**config.mk**
```make
export PLATFORM = sky130hd
export DESIGN_NAME = pipe_ctrl
export DESIGN_NICKNAME = d
export VERILOG_FILES = /design/src/rtl/pipe_ctrl_pkg.sv /design/src/rtl/perf_counter.sv /design/src/rtl/pipe_ctrl.sv
export SDC_FILE = /design/constraint.sdc
export NUM_CORES = 1
export LEC_CHECK = 0
export ABC_AREA = 1
export BUFFER_PORTS_ARGS = -buffer_cell sky130_fd_sc_hd__buf_2
export CAP_MARGIN = 20
export CORE_MARGIN = 1.5
export CORE_UTILIZATION = 48
export DETAILED_ROUTE_END_ITERATION = 8
export GPL_ROUTABILITY_DRIVEN = 0
export PLACE_DENSITY = 0.76
export SLEW_MARGIN = 10
export SYNTH_ARGS = -nofsm -noshare
export SYNTH_HDL_FRONTEND = slang
export SYNTH_SLANG_ARGS = --single-unit
```
**constraint.sdc**
```tcl
create_clock -name clk -period 1.48 [get_ports clk]
set_input_delay 0.222 -clock clk [delete_from_list [all_inputs] [get_ports clk]]
set_output_delay 0.222 -clock clk [all_outputs]
set_load 0.01 [all_outputs]
```
**src/rtl/pipe_ctrl_pkg.sv**
```systemverilog
// Shared definitions for the pipeline stall/flush controller and the datapath
// that consumes its per-stage controls.
package pipe_ctrl_pkg;

    localparam int W_DATA = 32;

    localparam logic PCTL_RUN   = 1'b0;
    localparam logic PCTL_REDIR = 1'b1;

    typedef enum logic {
        ST_RUN   = PCTL_RUN,
        ST_REDIR = PCTL_REDIR
    } pctl_state_e;

    // One bundle of hold/bubble controls for the five pipeline stage registers.
    typedef struct packed {
        logic stall_if;
        logic stall_id;
        logic stall_ex;
        logic stall_mem;
        logic stall_wb;
        logic flush_id;
        logic flush_ex;
        logic flush_mem;
        logic flush_wb;
    } stage_ctrl_t;

endpackage

```
**src/rtl/perf_counter.sv**
```systemverilog
// Free-running event counter: counts enabled cycles, wraps at 2^W_DATA.
// Shared by the stall-cycle counter and future CP0 counters.
module perf_counter
    import pipe_ctrl_pkg::*;
(
    input  logic              clk,
    input  logic              rst,
    input  logic              en,
    output logic [W_DATA-1:0] count
);

    logic [W_DATA-1:0] count_q;
    logic [W_DATA-1:0] count_d;

    always_comb begin
        count_d = count_q;
        if (en) begin
            count_d = count_q + W_DATA'(1);
        end
    end

    always_ff @(posedge clk) begin
        if (rst) begin
            count_q <= '0;
        end else begin
            count_q <= count_d;
        end
    end

    assign count = count_q;

endmodule

```
**src/rtl/pipe_ctrl.sv**
```systemverilog
// Central stall/flush controller: prioritises stage stall requests, applies
// exception flushes and holds the registered exception redirect for IF.
module pipe_ctrl
    import pipe_ctrl_pkg::*;
(
    input  logic              clk,
    input  logic              rst,
    input  logic              if_req_stall,
    input  logic              load_use,
    input  logic              ex_req_stall,
    input  logic              mem_req_stall,
    input  logic              exc_flush,
    input  logic [W_DATA-1:0] exc_target,
    output logic              stall_if,
    output logic              stall_id,
    output logic              stall_ex,
    output logic              stall_mem,
    output logic              stall_wb,
    output logic              flush_id,
    output logic              flush_ex,
    output logic              flush_mem,
    output logic              flush_wb,
    output logic              redirect_valid,
    output logic [W_DATA-1:0] redirect_pc,
    output logic [W_DATA-1:0] stall_cycles
);

    pctl_state_e       state_q;
    pctl_state_e       state_d;
    logic [W_DATA-1:0] redirect_pc_q;
    logic [W_DATA-1:0] redirect_pc_d;
    stage_ctrl_t       ctrl;

    // State register
    always_ff @(posedge clk) begin
        if (rst) begin
            state_q       <= ST_RUN;
            redirect_pc_q <= '0;
        end else begin
            state_q       <= state_d;
            redirect_pc_q <= redirect_pc_d;
        end
    end

    // Next state; a newer exception always replaces the pending target.
    always_comb begin
        state_d       = state_q;
        redirect_pc_d = redirect_pc_q;
        if (exc_flush) begin
            redirect_pc_d = exc_target;
        end
        case (state_q)
            ST_RUN: begin
                if (exc_flush) begin
                    state_d = ST_REDIR;
                end
            end
            ST_REDIR: begin
                if (!exc_flush && !if_req_stall) begin
                    state_d = ST_RUN;
                end
            end
            default: state_d = ST_RUN;
        endcase
    end

    // EX handshake: ex_req_stall is the unit's "not ready"; stall_ex is its
    // hold (asserted for any cause at or below EX, including downstream MEM)
    // and flush_ex is its abort. The unit may only retire when stall_ex is 0.
    always_comb begin
        ctrl = '0;
        if (!rst) begin
            case (state_q)
                ST_RUN: begin
                    if (exc_flush) begin
                        ctrl.flush_id  = 1'b1;
                        ctrl.flush_ex  = 1'b1;
                        ctrl.flush_mem = 1'b1;
                    end else if (mem_req_stall) begin
                        ctrl.stall_if  = 1'b1;
                        ctrl.stall_id  = 1'b1;
                        ctrl.stall_ex  = 1'b1;
                        ctrl.stall_mem = 1'b1;
                        ctrl.flush_wb  = 1'b1;
                    end else if (ex_req_stall) begin
                        ctrl.stall_if  = 1'b1;
                        ctrl.stall_id  = 1'b1;
                        ctrl.stall_ex  = 1'b1;
                        ctrl.flush_mem = 1'b1;
                    end else if (load_use) begin
                        ctrl.stall_if  = 1'b1;
                        ctrl.stall_id  = 1'b1;
                        ctrl.flush_ex  = 1'b1;
                    end else if (if_req_stall) begin
                        ctrl.stall_if  = 1'b1;
                        ctrl.flush_id  = 1'b1;
                    end
                end
                ST_REDIR: begin
                    // Wrong-path work is squashed until IF takes the redirect.
                    ctrl.stall_if  = if_req_stall;
                    ctrl.flush_id  = 1'b1;
                    ctrl.flush_ex  = 1'b1;
                    ctrl.flush_mem = 1'b1;
                end
                default: ctrl = '0;
            endcase
        end
    end

    assign stall_if       = ctrl.stall_if;
    assign stall_id       = ctrl.stall_id;
    assign stall_ex       = ctrl.stall_ex;
    assign stall_mem      = ctrl.stall_mem;
    assign stall_wb       = ctrl.stall_wb;
    assign flush_id       = ctrl.flush_id;
    assign flush_ex       = ctrl.flush_ex;
    assign flush_mem      = ctrl.flush_mem;
    assign flush_wb       = ctrl.flush_wb;
    assign redirect_valid = !rst && (state_q == ST_REDIR);
    assign redirect_pc    = redirect_pc_q;

    perf_counter u_stall_cnt (
        .clk   (clk),
        .rst   (rst),
        .en    (ctrl.stall_if),
        .count (stall_cycles)
    );

endmodule
```
==> impl_metrics.sql <==
INSERT INTO impl_metrics (metric_group, metric, value, unit) VALUES
('run_status', 'run_status', 'finished with violations', ''),
('run_status', 'violations', 'design-rule violations, negative setup slack', ''),
('synthesis', 'gate_count_after_technology_mapping', '488', ''),
('floorplan', 'core_outline_area', '6420', 'sq um'),
('cts', 'postCtsHoldBufs', '0', ''),
('cts', 'numClockSinks', '65', ''),
('synthesis', 'synthesis.nets', '528', ''),
('cts', 'tritoncts_clock_tree', 'done', ''),
('critical_path', 'crit_path_start_kind', 'flop', ''),
('power', 'totalPowerFinal', '3660', 'uW'),
('cts', 'clk_root_buffer_cell', 'clkbuf_8', ''),
('min_path', 'worstHoldPathCells', '3', ''),
('drt', 'drc_errors', '4', ''),
('critical_path', 'worst_r2r_startpoint', 'u_stall_cnt.count[1]$_SDFFE_PP0P_', ''),
('sta', 'finalCritPeriodShare', '101', '%'),
('power', 'p_per_area', '826', 'nW/um^2'),
('power', 'peakVddDrop', '0.543', 'mV'),
('critical_path', 'regToRegEndpoint', 'u_stall_cnt.count[16]$_SDFFE_PP0P_', ''),
('min_path', 'endpoint_of_the_worst_hold_timing_path', 'redirect_pc[6]$_SDFFE_PP0P_', ''),
('grt', 'global_route.overflow_total', '0', ''),
('cts', 'worst_setup_hold_path_clk_slew', '70', 'ps'),
('layout', 'final_core_util', '69.0', '%'),
('synthesis', 'ys_async_sr_fraction', '0', '%'),
('power', 'leakage', '0.00211', 'uW'),
('synthesis', 'ys_seq_area_share', '40.2', '%'),
('critical_path', 'setup.worst_path.class', 'flop to primary output', ''),
('cts', 'buffer_depth_of_the_longest_clock_path', '2', ''),
('min_path', 'worst_hold_path_type', 'primary input to flop', ''),
('layout', 'drive_gt1_share', '35.4', '%'),
('grt', 'first_global_vias', '3476', ''),
('floorplan', 'floorplan.io_pins', '113', ''),
('drt', 'drt_pre_antenna_iters', '9', ''),
('cts', 'cts_max_level', '3', ''),
('placement', 'numPortBuffers', '111', ''),
('synthesis', 'synth-main-ff-cell', 'dfxtp_1', ''),
('synthesis', 'synth-edff-count', '0', ''),
('critical_path', 'cp_max_fo', '4', ''),
('run', 'drv.max_cap_violation_count', '0', ''),
('critical_path', 'crit_required', '1260', 'ps'),
('placement', 'place_hpwl', '6730', 'um'),
('drt', 'detail-route-antenna-nets', '0', ''),
('critical_path', 'cp_data_arrival_time', '1270', 'ps'),
('drt', 'vias_per_cell', '5.18', ''),
('synthesis', 'yosysUniqueCellTypes', '38', ''),
('cts', 'cts-buffers-inserted', '9', ''),
('cts', 'clock_latency', '340', 'ps'),
('synthesis', 'synth_area_per_cell', '6.64', 'sq um'),
('sta', 'grt_setup_unrepaired', 'true', ''),
('drt', 'routedWlPerCell', '13.4', 'um'),
('critical_path', 'crit_path_cell_trace', 'nor2_4 > nand2_4 > a21oi_4 > buf_12 > buf_6', ''),
('sta', 'report.final.slew_viol_count', '0', ''),
('layout', 'fillCellCount', '551', ''),
('min_path', 'min-delay-start', 'exc_target[6]', ''),
('critical_path', 'timing.reg2reg.worst_path_depth', '10', ''),
('critical_path', 'ff2ff_setup_slack', '60', 'ps'),
('sta', 'period_needed', '1490', 'ps'),
('floorplan', 'die-width', '85.2', 'um'),
('grt', 'grt_util_all_layers', '25.9', '%'),
('synthesis', 'synth.ff_latch_count', '65', ''),
('layout', 'syn_to_final_growth', '36.7', '%'),
('sta', 'max_freq', '672', 'MHz'),
('sta', 'post_route_setup_slack', '-7.67', 'ps'),
('layout', 'num_antenna_cells', '0', ''),
('critical_path', 'worst_path_max_delay_cell', 'dfxtp_4', ''),
('synthesis', 'yosys_warnings', '0', ''),
('critical_path', 'critical_path.max_stage_delay', '360', 'ps'),
('grt', 'grt_first_pass_wirelength', '15000', 'um'),
('floorplan', 'dieArea', '7250', 'sq um'),
('sta', 'hold_viol', '0', ''),
('sta', 'finalClockSkew', '5.28', 'ps'),
('critical_path', 'critPathCaptureType', 'primary output', ''),
('floorplan', 'floorplan.initialDensity', '50.4', '%'),
('sta', 'setup_violations', '1', ''),
('grt', 'grt_max_degree', '33', ''),
('synthesis', 'mappedNetlistArea', '3240', 'sq um'),
('layout', 'num-nets-final', '667', ''),
('floorplan', 'row_count', '29', ''),
('drt', 'first_drt_iteration_drcs', '176', ''),
('drt', 'drt-total-wl', '9420', 'um'),
('floorplan', 'dieHeight', '85.2', 'um'),
('grt', 'antenna_violations_before_repair', '0', ''),
('drt', 'vias', '3655', '');
==> routing by layer <==
metal / wire (um) / GRT usage, %
met5: 0 / 0
met4: 303 / 13.6
met3: 825 / 7.20
met2: 4450 / 44.3
met1: 3840 / 29.4
==> where the power goes <==
part           switching [uW]  internal [uW]  total [uW]  leakage (uW)
clock network             633            659        1290     0.0000830
logic                     284            219         503       0.00149
registers                42.3           1820        1860      0.000540
==> cells in the final DEF (no fill, tap or decap), types with 2 or more instances in the layout <==
cell,instances
nand4_1,14
nand3_2,3
dfxtp_4,3
nor2_2,15
buf_12,2
inv_1,48
dfxtp_1,51
inv_2,2
dfxtp_2,11
nand2_4,3
a21oi_1,14
a21oi_2,2
nand2_1,88
nor2_1,119
nor3_2,2
buf_2,107
o21ai_0,36
nor2_4,9
clkbuf_8,11
nand3_1,19
nand2_2,3
xnor2_1,2
nand3_4,2
nor3_1,5
buf_6,8
buf_4,31
o21ai_1,3
==> final cells by class <==
cell class / instances / area (sq um) / area share [%]
well taps: 77 / 96.3 / 2.18
clock inverters: 1 / 5.00 / 0.113
multi-input cells: 352 / 1760 / 39.7
inverters: 51 / 194 / 4.38
repair buffers: 148 / 898 / 20.3
clock buffers: 11 / 151 / 3.42
flip-flops and latches: 65 / 1330 / 29.9
==> worst max-delay path: cells and delay by family (launching register included) <==
kind                   cells  cell delay, ps
AO/OA/AOI/OAI              1             150
flip-flops                 1             360
buffers and inverters      2             210
AND/OR/NAND/NOR            2             200
==> worst max path at each step <==
stage / start / endpoint / depth (start not counted)
5_1_grt: state_q$_SDFF_PP0_ / flush_id / 4
4_1_cts: state_q$_SDFF_PP0_ / stall_if / 5
3_3_place_gp: u_stall_cnt.count[8]$_SDFFE_PP0P_ / u_stall_cnt.count[31]$_SDFFE_PP0P_ / 9
2_1_floorplan: u_stall_cnt.count[0]$_SDFFE_PP0P_ / u_stall_cnt.count[28]$_SDFFE_PP0P_ / 8
6_report: state_q$_SDFF_PP0_ / stall_if / 5
3_5_place_dp: u_stall_cnt.count[0]$_SDFFE_PP0P_ / u_stall_cnt.count[26]$_SDFFE_PP0P_ / 9
==> synth_stat cells (all sizes together), types with 2 or more instances <==
| library cell | count | area (sq um) |
|---|---|---|
| a21oi | 17 | 104 |
| and3 | 2 | 17.5 |
| buf | 9 | 67.6 |
| clkbuf | 11 | 41.3 |
| dfxtp | 65 | 1300 |
| inv | 50 | 188 |
| nand2 | 94 | 373 |
| nand3 | 24 | 130 |
| nand4 | 14 | 87.6 |
| nor2 | 143 | 579 |
| nor3 | 7 | 45.0 |
| nor3b | 2 | 20.0 |
| o21ai | 40 | 211 |
| xnor2 | 2 | 17.5 |
==> metrics by stage <==
stage | hold WS, ps | setup TNS [ps] | instance area, sq um | setup slack, ps | std cells
floorplan | 357 | 0 | 3240 | 55.9 | 488
global placement | 442 | 0 | 4030 | 40.2 | 686
detailed placement | 449 | -102 | 4030 | -52.8 | 686
CTS | 95.8 | -166 | 4240 | -44.4 | 702
global route | 96.6 | -346 | 4430 | -66.4 | 705
finish | 100 | -7.67 | 4430 | -7.67 | 705
==> flip-flops by register name (all words and copies together) (netlist names) <==
| signal | flops |
|---|---|
| redirect_pc | 32 |
| state_q | 1 |
| u_stall_cnt.count | 32 |
==> cells by family (layout without fill, tap and decap cells) <==
group                      Yosys count  in the layout  share of synthesized area, %
adders and majority gates            1              1                         0.386
xor gates and xnor gates             3              3                         0.811
buffers and inverters               71            211                          9.27
DFF                                 65             65                          40.2
and+or+nand+nor                    287            287                          38.9
AOI/OAI and AO/OA                   60             60                          10.4
other                                1              1                         0.116
==> timing repair <==
item	in CTS	in global routing
pin swaps	3	19
setup endpoints to repair	13	27
setup buffers	4	3
resized for setup	9	52
Note: power is estimated with default switching activity, not from simulation.
